[src/rtl/axi_lite_cmd_master.sv]
// AXI4-Lite initiator: turns single-beat local commands into AXI-Lite write/read
// transactions and returns one response per command. Optional watchdog: AXI_LITE_CMD_MASTER_TIMEOUT_EN.
module axi_lite_cmd_master #(
  parameter int ADDR_WIDTH     = 4,
  parameter int DATA_WIDTH     = 32,
  parameter int TIMEOUT_CYCLES = 1024
) (
  input  logic                      aclk,
  input  logic                      areset,
  // Local command interface
  input  logic                      cmd_valid,
  output logic                      cmd_ready,
  input  logic                      cmd_write,
  input  logic [ADDR_WIDTH-1:0]     cmd_addr,
  input  logic [DATA_WIDTH-1:0]     cmd_wdata,
  input  logic [DATA_WIDTH/8-1:0]   cmd_wstrb,
  // Local response interface
  output logic                      rsp_valid,
  input  logic                      rsp_ready,
  output logic [DATA_WIDTH-1:0]     rsp_rdata,
  output logic [1:0]                rsp_resp,
  output logic                      rsp_write,
  // AXI4-Lite write address channel
  output logic [ADDR_WIDTH-1:0]     awaddr,
  output logic [2:0]                awprot,
  output logic                      awvalid,
  input  logic                      awready,
  // AXI4-Lite write data channel
  output logic [DATA_WIDTH-1:0]     wdata,
  output logic [DATA_WIDTH/8-1:0]   wstrb,
  output logic                      wvalid,
  input  logic                      wready,
  // AXI4-Lite write response channel
  input  logic [1:0]                bresp,
  input  logic                      bvalid,
  output logic                      bready,
  // AXI4-Lite read address channel
  output logic [ADDR_WIDTH-1:0]     araddr,
  output logic [2:0]                arprot,
  output logic                      arvalid,
  input  logic                      arready,
  // AXI4-Lite read data channel
  input  logic [DATA_WIDTH-1:0]     rdata,
  input  logic [1:0]                rresp,
  input  logic                      rvalid,
  output logic                      rready
);

  typedef enum logic [2:0] {
    IDLE,
    WR_REQ,
    WR_RESP,
    RD_REQ,
    RD_DATA,
    RSP
  } state_e;

  localparam logic [1:0] RespTimeout = 2'b11;

  state_e                    state_q, state_d;
  logic [ADDR_WIDTH-1:0]     addr_q, addr_d;
  logic [DATA_WIDTH-1:0]     wdata_q, wdata_d;
  logic [DATA_WIDTH/8-1:0]   wstrb_q, wstrb_d;
  logic                      write_q, write_d;
  logic                      aw_done_q, aw_done_d;
  logic                      w_done_q, w_done_d;
  logic [DATA_WIDTH-1:0]     rsp_rdata_q, rsp_rdata_d;
  logic [1:0]                rsp_resp_q, rsp_resp_d;
  logic                      rsp_write_q, rsp_write_d;
  logic                      timeout_hit;
  logic                      aw_now, w_now;

  // Every AXI control output is a pure function of state so it drops the
  // instant reset is asserted, with no registered lag.
  assign cmd_ready = (state_q == IDLE);
  assign awvalid   = (state_q == WR_REQ) && !aw_done_q;
  assign wvalid    = (state_q == WR_REQ) && !w_done_q;
  assign bready    = (state_q == WR_RESP);
  assign arvalid   = (state_q == RD_REQ);
  assign rready    = (state_q == RD_DATA);
  assign rsp_valid = (state_q == RSP);

  assign awaddr    = addr_q;
  assign araddr    = addr_q;
  assign wdata     = wdata_q;
  assign wstrb     = wstrb_q;
  assign awprot    = 3'b000;
  assign arprot    = 3'b000;
  assign rsp_rdata = rsp_rdata_q;
  assign rsp_resp  = rsp_resp_q;
  assign rsp_write = rsp_write_q;

  assign aw_now = aw_done_q || (awvalid && awready);
  assign w_now  = w_done_q  || (wvalid  && wready);

`ifdef AXI_LITE_CMD_MASTER_TIMEOUT_EN
  localparam int TimerW = $clog2(TIMEOUT_CYCLES) + 1;

  logic [TimerW-1:0] timer_q, timer_d;
  logic              waiting;

  assign waiting     = (state_q == WR_REQ) || (state_q == WR_RESP) ||
                       (state_q == RD_REQ) || (state_q == RD_DATA);
  assign timeout_hit = waiting && (timer_q == TimerW'(TIMEOUT_CYCLES - 1));

  // The counter restarts on every state change, so each wait state gets a
  // fresh budget; it only advances while a handshake is outstanding.
  always_comb begin
    timer_d = timer_q;
    if (state_d != state_q) begin
      timer_d = '0;
    end else if (waiting) begin
      timer_d = timer_q + TimerW'(1);
    end
  end

  always_ff @(posedge aclk or posedge areset) begin
    if (areset) begin
      timer_q <= '0;
    end else begin
      timer_q <= timer_d;
    end
  end
`else
  logic unused_timeout_cfg;

  assign timeout_hit        = 1'b0;
  assign unused_timeout_cfg = (TIMEOUT_CYCLES > 0);
`endif

  always_comb begin
    state_d     = state_q;
    addr_d      = addr_q;
    wdata_d     = wdata_q;
    wstrb_d     = wstrb_q;
    write_d     = write_q;
    aw_done_d   = aw_done_q;
    w_done_d    = w_done_q;
    rsp_rdata_d = rsp_rdata_q;
    rsp_resp_d  = rsp_resp_q;
    rsp_write_d = rsp_write_q;

    case (state_q)
      IDLE: begin
        if (cmd_valid) begin
          addr_d    = cmd_addr;
          wdata_d   = cmd_wdata;
          wstrb_d   = cmd_wstrb;
          write_d   = cmd_write;
          aw_done_d = 1'b0;
          w_done_d  = 1'b0;
          state_d   = cmd_write ? WR_REQ : RD_REQ;
        end
      end

      // AW and W complete independently; a finished channel stays finished
      // until the other catches up.
      WR_REQ: begin
        if (aw_now && w_now) begin
          aw_done_d = 1'b0;
          w_done_d  = 1'b0;
          state_d   = WR_RESP;
        end else if (timeout_hit) begin
          aw_done_d   = 1'b0;
          w_done_d    = 1'b0;
          rsp_resp_d  = RespTimeout;
          rsp_rdata_d = '0;
          rsp_write_d = 1'b1;
          state_d     = RSP;
        end else begin
          aw_done_d = aw_now;
          w_done_d  = w_now;
        end
      end

      WR_RESP: begin
        if (bvalid) begin
          rsp_resp_d  = bresp;
          rsp_rdata_d = '0;
          rsp_write_d = 1'b1;
          state_d     = RSP;
        end else if (timeout_hit) begin
          rsp_resp_d  = RespTimeout;
          rsp_rdata_d = '0;
          rsp_write_d = 1'b1;
          state_d     = RSP;
        end
      end

      RD_REQ: begin
        if (arready) begin
          state_d = RD_DATA;
        end else if (timeout_hit) begin
          rsp_resp_d  = RespTimeout;
          rsp_rdata_d = '0;
          rsp_write_d = 1'b0;
          state_d     = RSP;
        end
      end

      RD_DATA: begin
        if (rvalid) begin
          rsp_rdata_d = rdata;
          rsp_resp_d  = rresp;
          rsp_write_d = 1'b0;
          state_d     = RSP;
        end else if (timeout_hit) begin
          rsp_resp_d  = RespTimeout;
          rsp_rdata_d = '0;
          rsp_write_d = 1'b0;
          state_d     = RSP;
        end
      end

      RSP: begin
        if (rsp_ready) begin
          state_d = IDLE;
        end
      end

      default: begin
        state_d = IDLE;
      end
    endcase
  end

  always_ff @(posedge aclk or posedge areset) begin
    if (areset) begin
      state_q     <= IDLE;
      addr_q      <= '0;
      wdata_q     <= '0;
      wstrb_q     <= '0;
      write_q     <= 1'b0;
      aw_done_q   <= 1'b0;
      w_done_q    <= 1'b0;
      rsp_rdata_q <= '0;
      rsp_resp_q  <= '0;
      rsp_write_q <= 1'b0;
    end else begin
      state_q     <= state_d;
      addr_q      <= addr_d;
      wdata_q     <= wdata_d;
      wstrb_q     <= wstrb_d;
      write_q     <= write_d;
      aw_done_q   <= aw_done_d;
      w_done_q    <= w_done_d;
      rsp_rdata_q <= rsp_rdata_d;
      rsp_resp_q  <= rsp_resp_d;
      rsp_write_q <= rsp_write_d;
    end
  end

endmodule

[config.mk]
export PLATFORM = sky130hd
export DESIGN_NAME = axi_lite_cmd_master
export DESIGN_NICKNAME = d
export VERILOG_FILES = /design/src/rtl/axi_lite_cmd_master.sv
export SDC_FILE = /design/constraint.sdc
export NUM_CORES = 1
export LEC_CHECK = 0
export ABC_AREA = 1
export CAP_MARGIN = 20
export CORE_MARGIN = 5
export CORE_UTILIZATION = 40
export CTS_BUF_LIST = sky130_fd_sc_hd__clkbuf_2 sky130_fd_sc_hd__clkbuf_4 sky130_fd_sc_hd__clkbuf_8
export CTS_CLUSTER_DIAMETER = 40
export DETAILED_ROUTE_END_ITERATION = 10
export HOLD_SLACK_MARGIN = 0.03
export PLACE_DENSITY = 0.86
export SLEW_MARGIN = 30
export SYNTH_ARGS = -nofsm -noshare
export SYNTH_HDL_FRONTEND = slang
export SYNTH_SLANG_ARGS = --single-unit
[constraint.sdc]
create_clock -name aclk -period 4.24 [get_ports aclk]
set_input_delay 1.272 -clock aclk [delete_from_list [all_inputs] [get_ports aclk]]
set_output_delay 1.272 -clock aclk [all_outputs]
set_load 0.1 [all_outputs]
==> qor.tcl <==
set qor(groute.usage.overall) 0.1885
set qor(run_status) {complete, no violations}
set qor(tritoncts_clock_tree) {built}
set qor(drv.max_cap_violation_count) 0
set qor(viasPerCell) 5.060
set qor(cts-root-buf) {clkbuf_8}
set qor(ff2ff_path_depth) 8
set qor(netlist_instances) 412
set qor(worst-r2r-setup-slack_ps) 2300
set qor(design.final.nets) 655
set qor(floorplan.die_area_um2) 10980
set qor(timing_worst_setup_path_type) {reg2out}
set qor(fin_crit_sh) 0.7680
set qor(synth_compound_area_frac) 0.06790
set qor(hp-start) {wdata[23]$_DFFE_PP0P_}
set qor(post_drt_wl_per_cell_um) 15.38
set qor(layout.cells.most_common) {clkdlybuf4s50_1}
set qor(antenna_found_initial) 0
set qor(grt_overflow_total) 0
set qor(buffer_ports.inserted) 171
set qor(firstDrtPassIters) 4
set qor(layout_common_cells) {clkdlybuf4s50_1 (164), nand2_1 (130), dfrtp_1 (80)}
set qor(yosys.cell_types.count) 25
set qor(finalSetupViolCount) 0
set qor(critical_path_capture_point_type) {primary output}
set qor(worst_clock_skew_ps) 8.178
set qor(critical_path.reg2reg.startpoint) {state_q[2]$_DFFE_PP0P_}
set qor(arrival_time_at_the_worst_endpoint_ps) 1980
set qor(finalMaxSlewViolations) 0
set qor(ctsResizeCount) 0
set qor(die_w_um) 104.8
set qor(globalRoute.busiestLayer) {met2}
set qor(io_pins) 178
set qor(hold-path-endpoint) {wdata[23]$_DFFE_PP0P_}
set qor(yosysWarningCount) 0
set qor(antenna_nets_post_route) 0
set qor(timing.setup.tns_ps) 0
set qor(synth.mux.area_fraction) 0
set qor(grt_util_met2) 0.3062
set qor(synth_top_family_by_area) {simple AND/OR/NAND/NOR gates}
set qor(syn_area_per_cell_um2) 8.722
set qor(timing.critical_path.from_type) {flip-flop}
set qor(hold_buffers) 0
set qor(grt_start_max_net_pins) 43
set qor(n_diodes) 0
set qor(weighted_congestion_reported_at_the_end_of_routability_driven_placement) 0.8848
set qor(row_count) 34
set qor(yosys.area_share.adder) 0
set qor(start_util) 0.4121
set qor(drt_drc) 0
set qor(drt_iter0_markers) 131
set qor(detailedPlacementHpwl_mm) 7.785
set qor(cts-htree-levels) 3
set qor(hold-path-cell-count) 2
set qor(grt_util_met3) 0.05980
set qor(period_minus_slack_ps) 3256
set qor(timing.hold.ws_ps) 475.7
set qor(netlist_area_um2) 3593
set qor(regToRegEndpoint) {wdata[7]$_DFFE_PP0P_}
set qor(hold_viol_final) 0
set qor(path_clk_slew_ps) 80
set qor(cp_cell_sequence) {nor2_4 -> inv_1 -> nor2_4 -> buf_4 -> buf_4}
set qor(flow.area_growth_from_synthesis_pct) 52.09
set qor(bufs_and_invs_on_worst_path) 3
set qor(route.vias.total) 3446
set qor(numCtsBuffers) 9
set qor(synthSimpleGateAreaFrac) 0.2813
set qor(worst_hold_path_class) {reg2reg}
set qor(detail_route.wirelength_mm) 10.48
set qor(rel_slew_slack) 0.3285
set qor(worst_path_max_fanout) 42
set qor(worstSkewPairLatency_ps) 330
set qor(gr-usage-met1) 0.2403
set qor(clockBufferDepth) 2
set qor(layout.cells.non_filler) 681
set qor(grt_pass1_wl_mm) 17.14
set qor(synth_xor_xnor_area_share) 0
set qor(critical_path.max_stage_delay_ps) 520
set qor(core_box_area_um2) 8721
set qor(unrepaired_setup_endpoints_after_global_routing) {false}
set qor(cp_top_family) {buffers and inverters}
set qor(first_global_vias) 3440
set qor(synth_seq_area_share) 0.5571
set qor(tightestPinTransition_ps) 1004
set qor(postCtsSetupBuffers) 0
set qor(cp.required_ps) 2970
set qor(clock_sinks) 80
set qor(critical_path.slowest_cell) {dfrtp_1}
set qor(drive_above_1_share) 0.08377
set qor(die_height_um) 104.8
set qor(placed_cells_incl_taps) 666
set qor(fmaxAchievable_mhz) 307.1
set qor(ys_seq_elements) 80
[cell families (layout without fill, tap and decap cells)]
family	Yosys count	count (layout)
AO/OA/AOI/OAI	44	44
flip-flops	80	80
buffers and inverters	57	213
AND/OR/NAND/NOR	230	230
other	1	6
[Yosys cell counts]
cell | count | area [um^2]
a21oi_1 | 3 | 15.01
a22o_1 | 1 | 8.760
buf_2 | 14 | 70.07
buf_4 | 11 | 82.58
buf_6 | 8 | 90.09
clkbuf_1 | 5 | 18.77
conb_1 | 1 | 3.750
dfrtp_1 | 80 | 2002
inv_1 | 15 | 56.30
inv_2 | 4 | 15.01
nand2_1 | 130 | 488.0
nand2_2 | 2 | 12.51
nand3_1 | 79 | 395.4
nand3_2 | 1 | 10.01
nand3b_2 | 1 | 11.26
nand4_1 | 2 | 12.51
nor2_1 | 8 | 30.03
nor2_2 | 1 | 6.260
nor2_4 | 2 | 22.52
nor3_1 | 2 | 10.01
o211ai_1 | 2 | 15.01
o21ai_0 | 7 | 35.03
o21ai_1 | 27 | 135.1
o21ai_2 | 4 | 35.03
or2_2 | 2 | 12.51
[worst min-delay path: stages (launching register included)]
cell	delay (ps)
dfrtp_1	350
nand2_1	50
nand2_1	40
[routing by layer]
layer | up-vias | share of wire
li1 | 1635 | -
met3 | 16 | 0.098
met1 | 1603 | 0.42
met4 | 0 | 0.015
met2 | 192 | 0.47
met5 | - | 0
[final cells by class]
cell class	count	area, um^2
Multi-Input combinational cell	280	1277
Clock buffer	12	158.9
Sequential cell	80	2002
Tap cell	108	135.1
Inverter	19	72.57
Clock inverter	3	65.06
Fill cell	745	3256
Timing Repair Buffer	179	1754
[registers in the layout, indices dropped and copies added, names as in the netlist]
name / count
araddr: 4
aw_done_q: 1
rsp_rdata: 32
rsp_resp: 2
rsp_write: 1
state_q: 3
w_done_q: 1
wdata: 32
wstrb: 4
[metrics by stage]
stage | worst slack, ps | utilization | cell area (um^2)
after CTS | 960.8 | 0.6267 | 5465
after global placement | 1396 | 0.6010 | 5241
after global routing | 862.6 | 0.6267 | 5465
after floorplan | 380.5 | - | 3612
after detailed placement | 1349 | 0.6010 | 5241
final | 983.8 | 0.6267 | 5465
[worst max path at each step]
stage	cells after the start	end	from
global placement	8	state_q[2]$_DFFE_PP0P_	rvalid
finish	5	cmd_ready	state_q[2]$_DFFE_PP0P_
global route	5	cmd_ready	state_q[2]$_DFFE_PP0P_
CTS	5	cmd_ready	state_q[2]$_DFFE_PP0P_
detailed placement	5	cmd_ready	state_q[2]$_DFFE_PP0P_
floorplan	3	rsp_valid	state_q[0]$_DFFE_PP0P_
Power is left out: the tool's default activity adds up to more than one toggle a clock period on the data nets, which glitch-free logic cannot reach.
